<file path="config.mk">
export PLATFORM = sky130hd
export DESIGN_NAME = pipe_stage_reg
export DESIGN_NICKNAME = d
export VERILOG_FILES = /design/src/rtl/pipe_pkg.sv /design/src/rtl/pipe_stage_reg_slot.sv /design/src/rtl/pipe_stage_reg.sv
export SDC_FILE = /design/constraint.sdc
export NUM_CORES = 1
export LEC_CHECK = 0
export CORE_ASPECT_RATIO = 0.75
export CORE_MARGIN = 8
export CORE_UTILIZATION = 40
export DETAILED_ROUTE_END_ITERATION = 8
export PLACE_DENSITY = 0.67
export SLEW_MARGIN = 20
export SYNTH_ARGS = -nofsm -noshare
export SYNTH_HDL_FRONTEND = slang
export SYNTH_SLANG_ARGS = --single-unit
</file>
<file path="constraint.sdc">
create_clock -name i_clk -period 14.3 [get_ports i_clk]
set_clock_uncertainty 0.05 [all_clocks]
set_input_delay 2.86 -clock i_clk [delete_from_list [all_inputs] [get_ports i_clk]]
set_output_delay 2.86 -clock i_clk [all_outputs]
set_load 0.02 [all_outputs]
</file>
<file path="src/rtl/pipe_pkg.sv">
// Shared pipeline-boundary constants: bundle widths, control field positions
// and the bubble (NOP) value used at each stage boundary.
package pipe_pkg;

    localparam int unsigned IF_ID_CTRL_W   = 8;
    localparam int unsigned IF_ID_DATA_W   = 64;
    localparam int unsigned ID_EX_CTRL_W   = 16;
    localparam int unsigned ID_EX_DATA_W   = 128;
    localparam int unsigned EX_MEM_CTRL_W  = 8;
    localparam int unsigned EX_MEM_DATA_W  = 96;
    localparam int unsigned MEM_WB_CTRL_W  = 4;
    localparam int unsigned MEM_WB_DATA_W  = 72;

    typedef enum logic [3:0] {
        ALU_ADD = 4'd0,
        ALU_SUB = 4'd1,
        ALU_AND = 4'd2,
        ALU_OR  = 4'd3,
        ALU_XOR = 4'd4,
        ALU_SLT = 4'd5,
        ALU_SLL = 4'd6,
        ALU_SRL = 4'd7
    } alu_op_e;

    // ID/EX control bundle layout
    localparam int unsigned ID_EX_REG_WRITE_BIT  = 0;
    localparam int unsigned ID_EX_MEM_READ_BIT   = 1;
    localparam int unsigned ID_EX_MEM_WRITE_BIT  = 2;
    localparam int unsigned ID_EX_MEM_TO_REG_BIT = 3;
    localparam int unsigned ID_EX_ALU_SRC_BIT    = 4;
    localparam int unsigned ID_EX_BRANCH_BIT     = 5;
    localparam int unsigned ID_EX_ALU_OP_LSB     = 6;
    localparam int unsigned ID_EX_ALU_OP_W       = 4;

    // EX/MEM control bundle layout
    localparam int unsigned EX_MEM_REG_WRITE_BIT  = 0;
    localparam int unsigned EX_MEM_MEM_READ_BIT   = 1;
    localparam int unsigned EX_MEM_MEM_WRITE_BIT  = 2;
    localparam int unsigned EX_MEM_MEM_TO_REG_BIT = 3;

    // MEM/WB control bundle layout
    localparam int unsigned MEM_WB_REG_WRITE_BIT  = 0;
    localparam int unsigned MEM_WB_MEM_TO_REG_BIT = 1;

    // IF/ID control bundle layout
    localparam int unsigned IF_ID_BDS_BIT  = 0;
    localparam int unsigned IF_ID_PRED_BIT = 1;

    // Bubbles: every write-enable deasserted
    localparam logic [IF_ID_CTRL_W-1:0]  IF_ID_NOP  = '0;
    localparam logic [ID_EX_CTRL_W-1:0]  ID_EX_NOP  = '0;
    localparam logic [EX_MEM_CTRL_W-1:0] EX_MEM_NOP = '0;
    localparam logic [MEM_WB_CTRL_W-1:0] MEM_WB_NOP = '0;

endpackage

</file>
<file path="src/rtl/pipe_stage_reg_slot.sv">
// One valid+ctrl+data holding register. Clear dominates load; clearing
// returns ctrl to the bubble value but leaves the data bits alone.
module pipe_slot
    import pipe_pkg::*;
#(
    parameter int unsigned         CTRL_W   = ID_EX_CTRL_W,
    parameter int unsigned         DATA_W   = ID_EX_DATA_W,
    parameter logic [CTRL_W-1:0]   CTRL_NOP = '0
) (
    input  logic              i_clk,
    input  logic              i_reset,
    input  logic              i_load,
    input  logic              i_clear,
    input  logic [CTRL_W-1:0] i_ctrl,
    input  logic [DATA_W-1:0] i_data,
    output logic              o_valid,
    output logic [CTRL_W-1:0] o_ctrl,
    output logic [DATA_W-1:0] o_data
);

    logic              valid_q, valid_d;
    logic [CTRL_W-1:0] ctrl_q, ctrl_d;
    logic [DATA_W-1:0] data_q, data_d;

    always_comb begin
        valid_d = valid_q;
        ctrl_d  = ctrl_q;
        data_d  = data_q;
        if (i_clear) begin
            valid_d = 1'b0;
            ctrl_d  = CTRL_NOP;
        end else if (i_load) begin
            valid_d = 1'b1;
            ctrl_d  = i_ctrl;
            data_d  = i_data;
        end
    end

    always_ff @(posedge i_clk or posedge i_reset) begin
        if (i_reset) begin
            valid_q <= 1'b0;
            ctrl_q  <= CTRL_NOP;
            data_q  <= '0;
        end else begin
            valid_q <= valid_d;
            ctrl_q  <= ctrl_d;
            data_q  <= data_d;
        end
    end

    assign o_valid = valid_q;
    assign o_ctrl  = ctrl_q;
    assign o_data  = data_q;

endmodule

</file>
<file path="src/rtl/pipe_stage_reg.sv">
// Generic pipeline-stage register: valid/ready handshake, flush to bubble,
// optional 2-entry skid buffer and a saturating stall-cycle counter.
module pipe_stage_reg
    import pipe_pkg::*;
#(
    parameter int unsigned         CTRL_W   = ID_EX_CTRL_W,
    parameter int unsigned         DATA_W   = ID_EX_DATA_W,
    parameter logic [CTRL_W-1:0]   CTRL_NOP = '0,
    parameter bit                  SKID     = 1'b1,
    parameter int unsigned         CNT_W    = 16
) (
    input  logic              i_clk,
    input  logic              i_reset,
    input  logic              i_valid,
    output logic              o_ready,
    input  logic [CTRL_W-1:0] i_ctrl,
    input  logic [DATA_W-1:0] i_data,
    output logic              o_valid,
    input  logic              i_ready,
    output logic [CTRL_W-1:0] o_ctrl,
    output logic [DATA_W-1:0] o_data,
    input  logic              i_flush,
    input  logic              i_cnt_clr,
    output logic [CNT_W-1:0]  o_stall_cnt
);

    logic              ready;
    logic              in_xfer, out_xfer;
    logic              out_valid, out_load, out_clear;
    logic [CTRL_W-1:0] out_ctrl, out_ld_ctrl;
    logic [DATA_W-1:0] out_data, out_ld_data;

    assign in_xfer  = i_valid & ready;
    assign out_xfer = out_valid & i_ready;

    pipe_slot #(
        .CTRL_W   (CTRL_W),
        .DATA_W   (DATA_W),
        .CTRL_NOP (CTRL_NOP)
    ) u_out (
        .i_clk   (i_clk),
        .i_reset (i_reset),
        .i_load  (out_load),
        .i_clear (out_clear),
        .i_ctrl  (out_ld_ctrl),
        .i_data  (out_ld_data),
        .o_valid (out_valid),
        .o_ctrl  (out_ctrl),
        .o_data  (out_data)
    );

    generate
        if (SKID) begin : g_skid
            logic              skid_valid, skid_load, skid_drain;
            logic [CTRL_W-1:0] skid_ctrl;
            logic [DATA_W-1:0] skid_data;

            pipe_slot #(
                .CTRL_W   (CTRL_W),
                .DATA_W   (DATA_W),
                .CTRL_NOP (CTRL_NOP)
            ) u_skid (
                .i_clk   (i_clk),
                .i_reset (i_reset),
                .i_load  (skid_load),
                .i_clear (i_flush | skid_drain),
                .i_ctrl  (i_ctrl),
                .i_data  (i_data),
                .o_valid (skid_valid),
                .o_ctrl  (skid_ctrl),
                .o_data  (skid_data)
            );

            // Ready depends only on skid occupancy, so i_ready never reaches o_ready.
            assign ready = ~skid_valid;

            always_comb begin
                out_load    = 1'b0;
                out_clear   = i_flush;
                out_ld_ctrl = i_ctrl;
                out_ld_data = i_data;
                skid_load   = 1'b0;
                skid_drain  = 1'b0;
                if (!i_flush) begin
                    if (out_xfer && skid_valid) begin
                        out_load    = 1'b1;
                        out_ld_ctrl = skid_ctrl;
                        out_ld_data = skid_data;
                        skid_drain  = 1'b1;
                    end else if (in_xfer && (!out_valid || out_xfer)) begin
                        out_load = 1'b1;
                    end else if (in_xfer) begin
                        skid_load = 1'b1;
                    end else if (out_xfer) begin
                        out_clear = 1'b1;
                    end
                end
            end
        end else begin : g_single
            assign ready       = i_ready | ~out_valid;
            assign out_load    = in_xfer;
            assign out_clear   = i_flush | (out_xfer & ~in_xfer);
            assign out_ld_ctrl = i_ctrl;
            assign out_ld_data = i_data;
        end
    endgenerate

    logic [CNT_W-1:0] stall_cnt_q, stall_cnt_d;

    always_comb begin
        stall_cnt_d = stall_cnt_q;
        if (i_cnt_clr) begin
            stall_cnt_d = '0;
        end else if (out_valid && !i_ready && stall_cnt_q != '1) begin
            stall_cnt_d = stall_cnt_q + 1'b1;
        end
    end

    always_ff @(posedge i_clk or posedge i_reset) begin
        if (i_reset) begin
            stall_cnt_q <= '0;
        end else begin
            stall_cnt_q <= stall_cnt_d;
        end
    end

    assign o_ready     = ready;
    assign o_valid     = out_valid;
    assign o_ctrl      = out_valid ? out_ctrl : CTRL_NOP;
    assign o_data      = out_data;
    assign o_stall_cnt = stall_cnt_q;

endmodule

</file>
==> run metrics <==
# nets final=approximately 1500; P per Cell Area=around 140 mW/mm^2; crit-path leading delay family=buffers and inverters; DIE AREA=a little under 0.04 sq mm; startpoint types=input port; Hold Buf Count CTS=0; P&R area growth vs syn=34.7%; Max Cap Viol=0; M1 GR Usage=23.8%; Crit Path Max Fanout=approximately 110; first-pass GRT wire length=~53000 microns; clock slew at reported path FFs=roughly 60 ps; area used by multi-input combinational logic=0.00504 sq mm; Crit path buffers/inverters=2; WP data arrival=about 5700 ps; post-cts repair resize count=0; pin count of the biggest net entering global routing=145; HPWL after detailed placement=around 23000 microns; Pwr Total=2.49 mW; iteration count of the initial detailed-routing pass=5; synth unique cells=38; Post-CTS Setup Repair Bufs=0; # IOs=about 310; GRT busiest layer=met2; core area=about 0.032 sq mm; met2 usage=between 20 and 30%; GR Overflow Total=0; Hold/Removal Path Class=reg -> reg; asr flop ratio synth=100%; Post-route DRC=0; initial drt markers=between 500 and 600; DIE HEIGHT=~170 microns; clock buffer count from CTS=31; sequential area share after synthesis=58.8%; vias=roughly 9000; Post-synth top flop=dfrtp_1; Lkg Pwr=8.42 nW; Critical Path Sink Type=register; antenna violations before repair=5; per-cell routed wire length=around 19 microns; input/output buffers=311; Mapped Avg Cell Area=12.2 sq um; Min Hold Slack=424 ps; met3 usage=roughly 5.6%; gr usage total=~17%; via/cell ratio=a little under 5; Crit-path slowest cell=buf_4; fillcell total=2815; Cells after Synth=between 1000 and 1500; vias in the first global route=9271; crit-path max cell delay=roughly 830 ps; worst path required time=between 10000 and 15000 ps; layout cells sized above 1=14.6%; TNS Setup=0 ps; post-synth net total=about 1200; Final Max Slew Viols=40; Max IR drop VDD=0.0972 mV; slew margin rel.=-2.65%; TritonCTS clock tree=yes; Synth Register Bits=~310; Sequential Area=~0.0077 sq mm; clock root cell=clkbuf_16; final period utilization=37.6%; Total Wirelength=roughly 34000 microns; Hold Vio Cnt, Final=0; Finished Core Util=between 50% and 60%; WS Path Type=in -> reg; failing checks=slew limit; Initial Utilization=between 40% and 50%; Clock Tree Buf Depth=3; Synthesis Warnings=0; CTS Sinks=between 300 and 400; worst-path cell chain=clkdlybuf4s50_1, nor2b_1, a211o_4, buf_4, o21ai_0; Routability Congestion=0.781; Row Count=57; unrepaired setup endpoints after global routing=false; measured slew at the worst slew-check pin=around 1500 ps; status=complete, but fails checks; Highest Clock Rate=between 0.15 and 0.2 GHz; Post-synth EDFFs=0; post-synth design cell area=0.0130 sq mm; die span in x=224 microns; antenna-violating nets left=0; Final min period=about 5400 ps; worst skew pair latency=between 500 and 600 ps; Setup violations, final=0; CTS H-tree lvls=1
registers in the layout, indices dropped and copies added (netlist names):
signal and cells:
u_out.o_ctrl 16, o_stall_cnt 16, g_skid.u_skid.o_valid 1, u_out.o_valid 1
g_skid.u_skid.o_data 128, u_out.o_data 128, g_skid.u_skid.o_ctrl 16
cells by family (layout without fill, tap and decap cells):
kind of cell             after synthesis  count (layout)  share of synthesized area, %
flip-flops                           306             306                          58.8
multiplexers                         280             280                          22.8
AND/OR/NAND/NOR                      222             222                          7.87
AO/OA/AOI/OAI                        186             186                          7.87
buffers and inverters                 75             382                          2.58
adder cells (fa/ha/maj)                1               1                        0.0960
other                                  0               4                             0
routing by layer:
layer | wire length (microns) | share of wire [%]
met5 | 13 | 0.038
met2 | 14600 | 43
met3 | 2520 | 7.5
met4 | 850 | 2.5
met1 | 15800 | 47
cells in the final DEF, fill, tap and decap left out, types with 2 or more instances in the layout:
master	n
bufinv_16	4
or4_1	5
mux2i_1	145
buf_6	2
nand2_1	151
a21oi_1	11
o21ai_0	147
buf_4	6
clkbuf_16	31
and3_1	3
nand3_1	8
o31ai_1	5
nor2_1	12
dfrtp_1	306
clkinv_4	2
clkinv_2	6
a22o_1	16
nor4_1	4
mux2_2	135
and2_1	16
inv_6	2
clkbuf_1	6
nand2b_1	3
or3_1	2
nor2b_1	6
a211oi_1	2
nand4_1	4
clkbuf_8	5
inv_1	5
clkdlybuf4s50_1	311
diode_2	4
stage by stage:
stage / std cells / instance area (sq um) / worst slack [ps]
floorplan: 1070 / 13000 / 2930
global placement: 1763 / 16500 / 8190
finish: 1823 / 17500 / 8930
global route: 1822 / 17500 / 8620
detailed placement: 1763 / 16500 / 8150
CTS: 1819 / 17500 / 8740
path summary, 6_finish.rpt:
check / start / to / slack [ps] / cells after the start
min in group asynchronous: i_reset / o_stall_cnt[11] / 2790 / 2
hold / removal: u_out.o_ctrl[13] / u_out.o_ctrl[13] / 420 / 2
setup / recovery: i_ready / u_out.o_data[124] / 8930 / 5
setup reg to reg: u_out.o_valid / u_out.o_data[124] / 10860 / 4
max in group asynchronous: i_reset / u_out.o_data[20] / 9430 / 4
hold reg to reg: u_out.o_ctrl[13] / u_out.o_ctrl[13] / 420 / 2
worst register-to-register path, cell delays in order, from the launching register on:
cell     delay [ps]
dfrtp_1         890
nor2b_1         390
a211o_4         770
buf_4           920
o21ai_0         280
cell usage after synthesis, drive strengths merged (2+ instances only):
library cell | instances | area share [%]
nor2b | 6 | 0.29
mux2i | 145 | 11
or3 | 3 | 0.18
nand2b | 3 | 0.14
buf | 40 | 1.6
and3 | 3 | 0.14
and2 | 16 | 0.77
nand4 | 4 | 0.19
dfrtp | 306 | 59
o21ai | 147 | 5.6
a22o | 16 | 1.1
o31ai | 5 | 0.29
clkbuf | 29 | 0.84
a211oi | 2 | 0.12
nor2 | 12 | 0.35
nand3 | 8 | 0.31
mux2 | 135 | 12
nor4 | 6 | 0.45
or4 | 5 | 0.29
nand4b | 2 | 0.25
inv | 6 | 0.17
a21oi | 11 | 0.42
nand2 | 151 | 4.4
layout make-up:
class,count,share of cell area [%]
Sequential cell,306,43.6
Inverter,6,0.171
Tap cell,442,3.15
Clock buffer,42,4.94
Antenna cell,4,0.0570
Clock inverter,14,1.06
Timing Repair Buffer,320,18.2
Multi-Input combinational cell,689,28.7
power breakdown:
group	internal, mW	total [mW]	switching (mW)
registers	1.04	1.14	0.0966
clock network	0.497	0.842	0.345
logic	0.270	0.511	0.240
total	1.81	2.49	0.682
No activity file was read; power rests on OpenSTA's default activity.
